$ cat config.mk
export PLATFORM = sky130hd
export DESIGN_NAME = issue_scoreboard_flat
export DESIGN_NICKNAME = d
export VERILOG_FILES = /design/src/rtl/issue_scoreboard_if.sv /design/src/rtl/issue_scoreboard.sv /design/src/flat_wrapper.sv
export SDC_FILE = /design/constraint.sdc
export NUM_CORES = 1
export LEC_CHECK = 0
export ABC_AREA = 1
export CAP_MARGIN = 20
export CORE_MARGIN = 3
export CORE_UTILIZATION = 60
export DETAILED_ROUTE_END_ITERATION = 10
export DONT_BUFFER_PORTS = 1
export PLACE_DENSITY = 0.76
export SETUP_SLACK_MARGIN = 0.4
export SLEW_MARGIN = 10
export SYNTH_ARGS = -nofsm -noshare
export SYNTH_HDL_FRONTEND = slang
export SYNTH_SLANG_ARGS = --single-unit
export TNS_END_PERCENT = 50
$ cat constraint.sdc
create_clock -name clk -period 4.4 [get_ports clk]
set_input_delay 0.66 -clock clk [delete_from_list [all_inputs] [get_ports clk]]
set_output_delay 0.66 -clock clk [all_outputs]
set_load 0.005 [all_outputs]
$ cat src/rtl/issue_scoreboard_if.sv
// Decoder-to-scoreboard handshake plus the scoreboard's issue and status outputs.
// The decoder side is the master and the scoreboard is the slave.
interface issue_scoreboard_if;
  logic        in_valid;
  logic        in_ready;
  logic [6:0]  opcode;
  logic [6:0]  funct7;
  logic [4:0]  rd;
  logic [4:0]  rs1;
  logic [4:0]  rs2;
  logic        flush;
  logic        issue_valid;
  logic [4:0]  issue_rd;
  logic [31:0] busy_mask;
  logic [15:0] stall_cycles;

  modport master (
    output in_valid, opcode, funct7, rd, rs1, rs2, flush,
    input  in_ready, issue_valid, issue_rd, busy_mask, stall_cycles
  );

  modport slave (
    input  in_valid, opcode, funct7, rd, rs1, rs2, flush,
    output in_ready, issue_valid, issue_rd, busy_mask, stall_cycles
  );
endinterface

$ cat src/rtl/issue_scoreboard.sv
// RV32 register-hazard scoreboard: a per-register countdown of pending writes
// stalls RAW/WAW hazards, and a saturating counter tracks stalled cycles.
module issue_scoreboard #(
  parameter int LAT_ALU  = 1,
  parameter int LAT_LOAD = 3,
  parameter int LAT_MUL  = 5,
  parameter int CNT_W    = 3
) (
  input logic               clk,
  input logic               rst,
  issue_scoreboard_if.slave bus
);

  localparam logic [6:0] OP_R      = 7'b0110011;
  localparam logic [6:0] OP_IMM    = 7'b0010011;
  localparam logic [6:0] OP_LOAD   = 7'b0000011;
  localparam logic [6:0] OP_STORE  = 7'b0100011;
  localparam logic [6:0] OP_BRANCH = 7'b1100011;
  localparam logic [6:0] OP_JALR   = 7'b1100111;
  localparam logic [6:0] OP_LUI    = 7'b0110111;
  localparam logic [6:0] OP_AUIPC  = 7'b0010111;
  localparam logic [6:0] OP_JAL    = 7'b1101111;
  localparam logic [6:0] F7_MULDIV = 7'b0000001;

  logic [CNT_W-1:0] cnt      [32];
  logic [CNT_W-1:0] next_cnt [32];
  logic [31:0]      next_busy;

  logic             uses_rs1;
  logic             uses_rs2;
  logic             writes_op;
  logic             writes_rd;
  logic [CNT_W-1:0] lat_sel;
  logic             rs1_busy;
  logic             rs2_busy;
  logic             rd_busy;
  logic             hazard;
  logic             do_issue;
  logic             stall_inc;

  // Which register fields the opcode actually reads and writes; unknown opcodes touch nothing.
  always_comb begin
    uses_rs1  = 1'b0;
    uses_rs2  = 1'b0;
    writes_op = 1'b0;
    case (bus.opcode)
      OP_R:      begin uses_rs1 = 1'b1; uses_rs2 = 1'b1; writes_op = 1'b1; end
      OP_IMM:    begin uses_rs1 = 1'b1; writes_op = 1'b1; end
      OP_LOAD:   begin uses_rs1 = 1'b1; writes_op = 1'b1; end
      OP_STORE:  begin uses_rs1 = 1'b1; uses_rs2 = 1'b1; end
      OP_BRANCH: begin uses_rs1 = 1'b1; uses_rs2 = 1'b1; end
      OP_JALR:   begin uses_rs1 = 1'b1; writes_op = 1'b1; end
      OP_LUI:    writes_op = 1'b1;
      OP_AUIPC:  writes_op = 1'b1;
      OP_JAL:    writes_op = 1'b1;
      default:   ;
    endcase
  end

  assign writes_rd = writes_op && (bus.rd != 5'd0);

  always_comb begin
    lat_sel = CNT_W'(LAT_ALU);
    if (bus.opcode == OP_R && bus.funct7 == F7_MULDIV) begin
      lat_sel = CNT_W'(LAT_MUL);
    end else if (bus.opcode == OP_LOAD) begin
      lat_sel = CNT_W'(LAT_LOAD);
    end
  end

  // x0 is excluded explicitly so it can never look busy.
  assign rs1_busy  = uses_rs1  && (bus.rs1 != 5'd0) && (cnt[bus.rs1] != '0);
  assign rs2_busy  = uses_rs2  && (bus.rs2 != 5'd0) && (cnt[bus.rs2] != '0);
  assign rd_busy   = writes_rd && (cnt[bus.rd] != '0);
  assign hazard    = rs1_busy || rs2_busy || rd_busy;

  assign bus.in_ready = !hazard && !bus.flush && !rst;
  assign do_issue     = bus.in_valid && bus.in_ready;
  assign stall_inc    = bus.in_valid && !bus.in_ready && !bus.flush;

  // WAW blocking guarantees a reloaded register is already at zero, so reload simply wins.
  always_comb begin
    for (int r = 0; r < 32; r++) begin
      next_cnt[r] = '0;
      if (do_issue && writes_rd && (bus.rd == 5'(r))) begin
        next_cnt[r] = lat_sel;
      end else if (cnt[r] != '0) begin
        next_cnt[r] = cnt[r] - CNT_W'(1);
      end
      next_busy[r] = (next_cnt[r] != '0);
    end
  end

  always_ff @(posedge clk) begin
    if (rst) begin
      for (int r = 0; r < 32; r++) begin
        cnt[r] <= '0;
      end
      bus.busy_mask    <= '0;
      bus.issue_valid  <= 1'b0;
      bus.issue_rd     <= '0;
      bus.stall_cycles <= '0;
    end else begin
      for (int r = 0; r < 32; r++) begin
        cnt[r] <= next_cnt[r];
      end
      bus.busy_mask   <= next_busy;
      bus.issue_valid <= do_issue;
      bus.issue_rd    <= (do_issue && writes_rd) ? bus.rd : 5'd0;
      if (stall_inc && (bus.stall_cycles != 16'hFFFF)) begin
        bus.stall_cycles <= bus.stall_cycles + 16'd1;
      end
    end
  end

endmodule

$ cat src/flat_wrapper.sv
// flat-port wrapper written by rule: the top's interface ports become plain ports
module issue_scoreboard_flat 
#(
  parameter int LAT_ALU  = 1,
  parameter int LAT_LOAD = 3,
  parameter int LAT_MUL  = 5,
  parameter int CNT_W    = 3
)
  (clk, rst, bus_in_valid, bus_opcode, bus_funct7, bus_rd, bus_rs1, bus_rs2, bus_flush, bus_in_ready, bus_issue_valid, bus_issue_rd, bus_busy_mask, bus_stall_cycles);
  issue_scoreboard_if bus_i ();
  input logic clk;
  input logic rst;
  input wire logic [$bits(bus_i.in_valid)-1:0] bus_in_valid;
  input wire logic [$bits(bus_i.opcode)-1:0] bus_opcode;
  input wire logic [$bits(bus_i.funct7)-1:0] bus_funct7;
  input wire logic [$bits(bus_i.rd)-1:0] bus_rd;
  input wire logic [$bits(bus_i.rs1)-1:0] bus_rs1;
  input wire logic [$bits(bus_i.rs2)-1:0] bus_rs2;
  input wire logic [$bits(bus_i.flush)-1:0] bus_flush;
  output wire logic [$bits(bus_i.in_ready)-1:0] bus_in_ready;
  output wire logic [$bits(bus_i.issue_valid)-1:0] bus_issue_valid;
  output wire logic [$bits(bus_i.issue_rd)-1:0] bus_issue_rd;
  output wire logic [$bits(bus_i.busy_mask)-1:0] bus_busy_mask;
  output wire logic [$bits(bus_i.stall_cycles)-1:0] bus_stall_cycles;
  assign bus_i.in_valid = bus_in_valid;
  assign bus_i.opcode = bus_opcode;
  assign bus_i.funct7 = bus_funct7;
  assign bus_i.rd = bus_rd;
  assign bus_i.rs1 = bus_rs1;
  assign bus_i.rs2 = bus_rs2;
  assign bus_i.flush = bus_flush;
  assign bus_in_ready = bus_i.in_ready;
  assign bus_issue_valid = bus_i.issue_valid;
  assign bus_issue_rd = bus_i.issue_rd;
  assign bus_busy_mask = bus_i.busy_mask;
  assign bus_stall_cycles = bus_i.stall_cycles;
  issue_scoreboard #(.LAT_ALU(LAT_ALU), .LAT_LOAD(LAT_LOAD), .LAT_MUL(LAT_MUL), .CNT_W(CNT_W)) u_core (.clk(clk), .rst(rst), .bus(bus_i));
endmodule
==> flow_summary.json <==
{
  "status": "complete, no violations",
  "htree_levels": 4,
  "die_h_um": 131.6,
  "holdWs_ps": 286.4,
  "wl_met3_um": 2559,
  "period_minus_slack_ps": 3398,
  "synth_top_cell_area_share_pct": 31.72,
  "cts_setup_buffers": 0,
  "drcViolationCount": 0,
  "layout-drive-gt1-share_pct": 4.201,
  "path_common_cell": "nand2_1",
  "ys.warnings.count": 0,
  "arrival_ps": 2740,
  "reg2reg_from": "u_core.cnt[31][0]",
  "synth_edf_count": 0,
  "synth_common_cells": "358 x nand2_1, 272 x inv_1, 248 x nand3_1",
  "routed_via_density": 5.512,
  "max_stage_delay_ps": 670,
  "fin_setup_tns_ps": 0,
  "root_buffer": "clkbuf_16",
  "drt_iter0_drc": 1009,
  "setup.worst_path.start_class": "input pin",
  "worstPathBufferInverterCount": 3,
  "crit_required_ps": 3740,
  "drtAntennaViolNets": 0,
  "power_density_nw_per_um2": 299.1,
  "path_clk_slew_ps": 60,
  "cts_buffers": 17,
  "port_buffers": 0,
  "r2r_end": "u_core.bus.busy_mask[12]",
  "hold_depth": 1,
  "clock_sinks": 150,
  "crit_fanout": 17,
  "cp_top_family": "simple AND/OR/NAND/NOR gates",
  "final_hold_viol_count": 0,
  "die_width_um": 131.6,
  "insertion_delay_ps": 440,
  "synth_cells": 1493,
  "insertedDiodeCount": 0,
  "grt_pass1_vias": 8700,
  "fin_crit_sh_pct": 77.24,
  "synth_seq_cells": 150,
  "grtUsageTotal_pct": 30.22,
  "rrSetupSlack_ps": 1490,
  "antenna_found_initial": 0,
  "synth_top_cell_by_area": "dfxtp_1",
  "cts_buffer_depth": 2,
  "async_flop_share_pct": 0,
  "vdd.ir_drop.worst_uv": 277.7,
  "synth-seq-area-share_pct": 31.72,
  "routed-wl-met2_um": 12050,
  "clock_skew_ps": 7.908,
  "place_congestion": 0.9524,
  "coreArea_um2": 15310,
  "drt-pass1-iter-count": 6,
  "ctsResizeCount": 0,
  "slew_headroom_pct": 40.84,
  "holdBufCountCts": 0,
  "top_level_ports": 88,
  "areaGrowthSynthToFinish_pct": 6.581,
  "max_freq_mhz": 294.3,
  "cp-end-kind": "output pin",
  "grt_overflow": 0,
  "post-synth-top-count-cell": "nand2_1",
  "num_rows": 45,
  "cts_tree": "yes",
  "grt_max_degree": 49,
  "totalWireLength_um": 26620,
  "max-cap-violations": 0,
  "hpwl_um": 18650,
  "rsz0062_at_grt": "false",
  "avgRoutedWirePerCell_um": 15.78,
  "num-nets-final": 1561,
  "synth_cell_types": 35,
  "cp_slowest_cell": "nor2_2",
  "syn_nets": 1591,
  "r2r.worst_path.cells": 16,
  "setup_violations": 0,
  "hp-start": "rst",
  "maxSlewViolCount": 0,
  "grt_pass1_wl_um": 42790,
  "synthTopCellsByArea": "dfxtp_1 32%, nand2_1 14%, nand3_1 13%",
  "die_area_um2": 17320,
  "hp-class": "in -> reg",
  "tightest_slew_ps": 886.5,
  "maxUsedRoutingLayer": "met4",
  "path_cells": "inv_2 -> nor2_2 -> o21ai_0 -> nand2_1 -> nor2_1 -> nand2_1 -> nand2_1 -> nand2_1 -> inv_2 -> nand2_1 -> nand3_1 -> nand3_2 -> nor2_4 -> buf_4",
  "crit_type": "in -> out",
  "holdPathEnd": "u_core.bus.stall_cycles[10]",
  "wirelength_met1_um": 11020,
  "fill_cells": 1478,
  "initial_core_util_pct": 61.82,
  "yosys_most_used_dff": "dfxtp_1",
  "vias": 9299,
  "syn_avg_cell_area_um2": 6.341,
  "netlist_area_um2": 9468,
  "p_leak_uw": 0.005772
}
==> power by group <==
| part | switching [uW] | leakage (uW) | internal [uW] |
|---|---|---|---|
| Combinational | 114 | 0.00426 | 36.0 |
| Sequential | 1.94 | 0.00121 | 1360 |
| Clock | 594 | 0.000303 | 912 |
| Total | 710 | 0.00577 | 2310 |
==> kinds of logic (layout without fill, tap and decap cells) <==
kind of cell | Yosys count | count (layout) | share of synthesized area, %
and+or+nand+nor | 813 | 813 | 37.80
DFF | 150 | 150 | 31.72
adders and majority gates | 65 | 65 | 8.590
AOI/OAI and AO/OA | 113 | 113 | 6.132
buffers and inverters | 338 | 321 | 14.47
xor gates and xnor gates | 14 | 14 | 1.295
==> cell type report <==
cell class                 instances  area, um^2  area share, %
tap                              211       264.0          2.616
inverter                         281        1055          10.45
clock inverter                    10       117.6          1.166
timing repair buffer               8       60.06         0.5952
clock buffer                      22       494.2          4.898
sequential                       150        3003          29.76
multi-input combinational       1005        5097          50.51
==> sequential cells by signal (all words and copies together), names as in the netlist <==
name,cells
u_core.bus.issue_rd,5
u_core.bus.issue_valid,1
u_core.bus.stall_cycles,16
u_core.bus.busy_mask,32
u_core.cnt,96
==> metal layers <==
layer | vias up | global-route usage (%)
met4 | 0 | 13.59
met1 | 4171 | 38.01
li1 | 4606 | -
met5 | - | 0
met3 | 79 | 6.738
met2 | 443 | 49.60
==> placed cells by master (no fill, tap or decap), types with 5 or more instances in the layout <==
| cell | synthesis | final |
|---|---|---|
| a21oi_1 | 25 | 25 |
| buf_4 | 12 | 8 |
| clkbuf_16 | 0 | 17 |
| clkbuf_8 | 0 | 5 |
| dfxtp_1 | 150 | 150 |
| ha_1 | 65 | 65 |
| inv_1 | 272 | 271 |
| inv_2 | 6 | 7 |
| nand2_1 | 358 | 358 |
| nand3_1 | 248 | 248 |
| nand3b_1 | 5 | 5 |
| nand4_1 | 40 | 40 |
| nor2_1 | 134 | 133 |
| nor3_1 | 8 | 8 |
| nor4_1 | 6 | 6 |
| o21ai_0 | 50 | 50 |
| o21ai_1 | 32 | 32 |
| xnor2_1 | 6 | 6 |
| xor2_1 | 8 | 8 |
==> worst max-delay path by stage <==
stage | start | end | slack (ps) | depth (start not counted)
global placement | bus_rd[0] | bus_in_ready | 1060 | 14
global route | u_core.cnt[10][0] | bus_in_ready | 870 | 12
floorplan | bus_rs2[0] | bus_in_ready | 1780 | 14
CTS | u_core.cnt[31][0] | bus_in_ready | 1090 | 12
finish | bus_rd[0] | bus_in_ready | 1000 | 14
detailed placement | bus_rd[0] | u_core.bus.busy_mask[11] | 1080 | 14
==> metrics by stage <==
step	power, uW	cell area, um^2	std cells	setup WS (ps)	util, %
5_1_grt	3085	10090	1687	867.7	65.89
4_1_cts	3023	10090	1687	1086	65.89
2_1_floorplan	1524	9468	1493	1780	-
3_5_place_dp	1537	9479	1655	1080	61.90
6_report	3019	10090	1687	1002	65.89
3_3_place_gp	1536	9479	1655	1056	61.90
(Power assumes the default switching activity.)
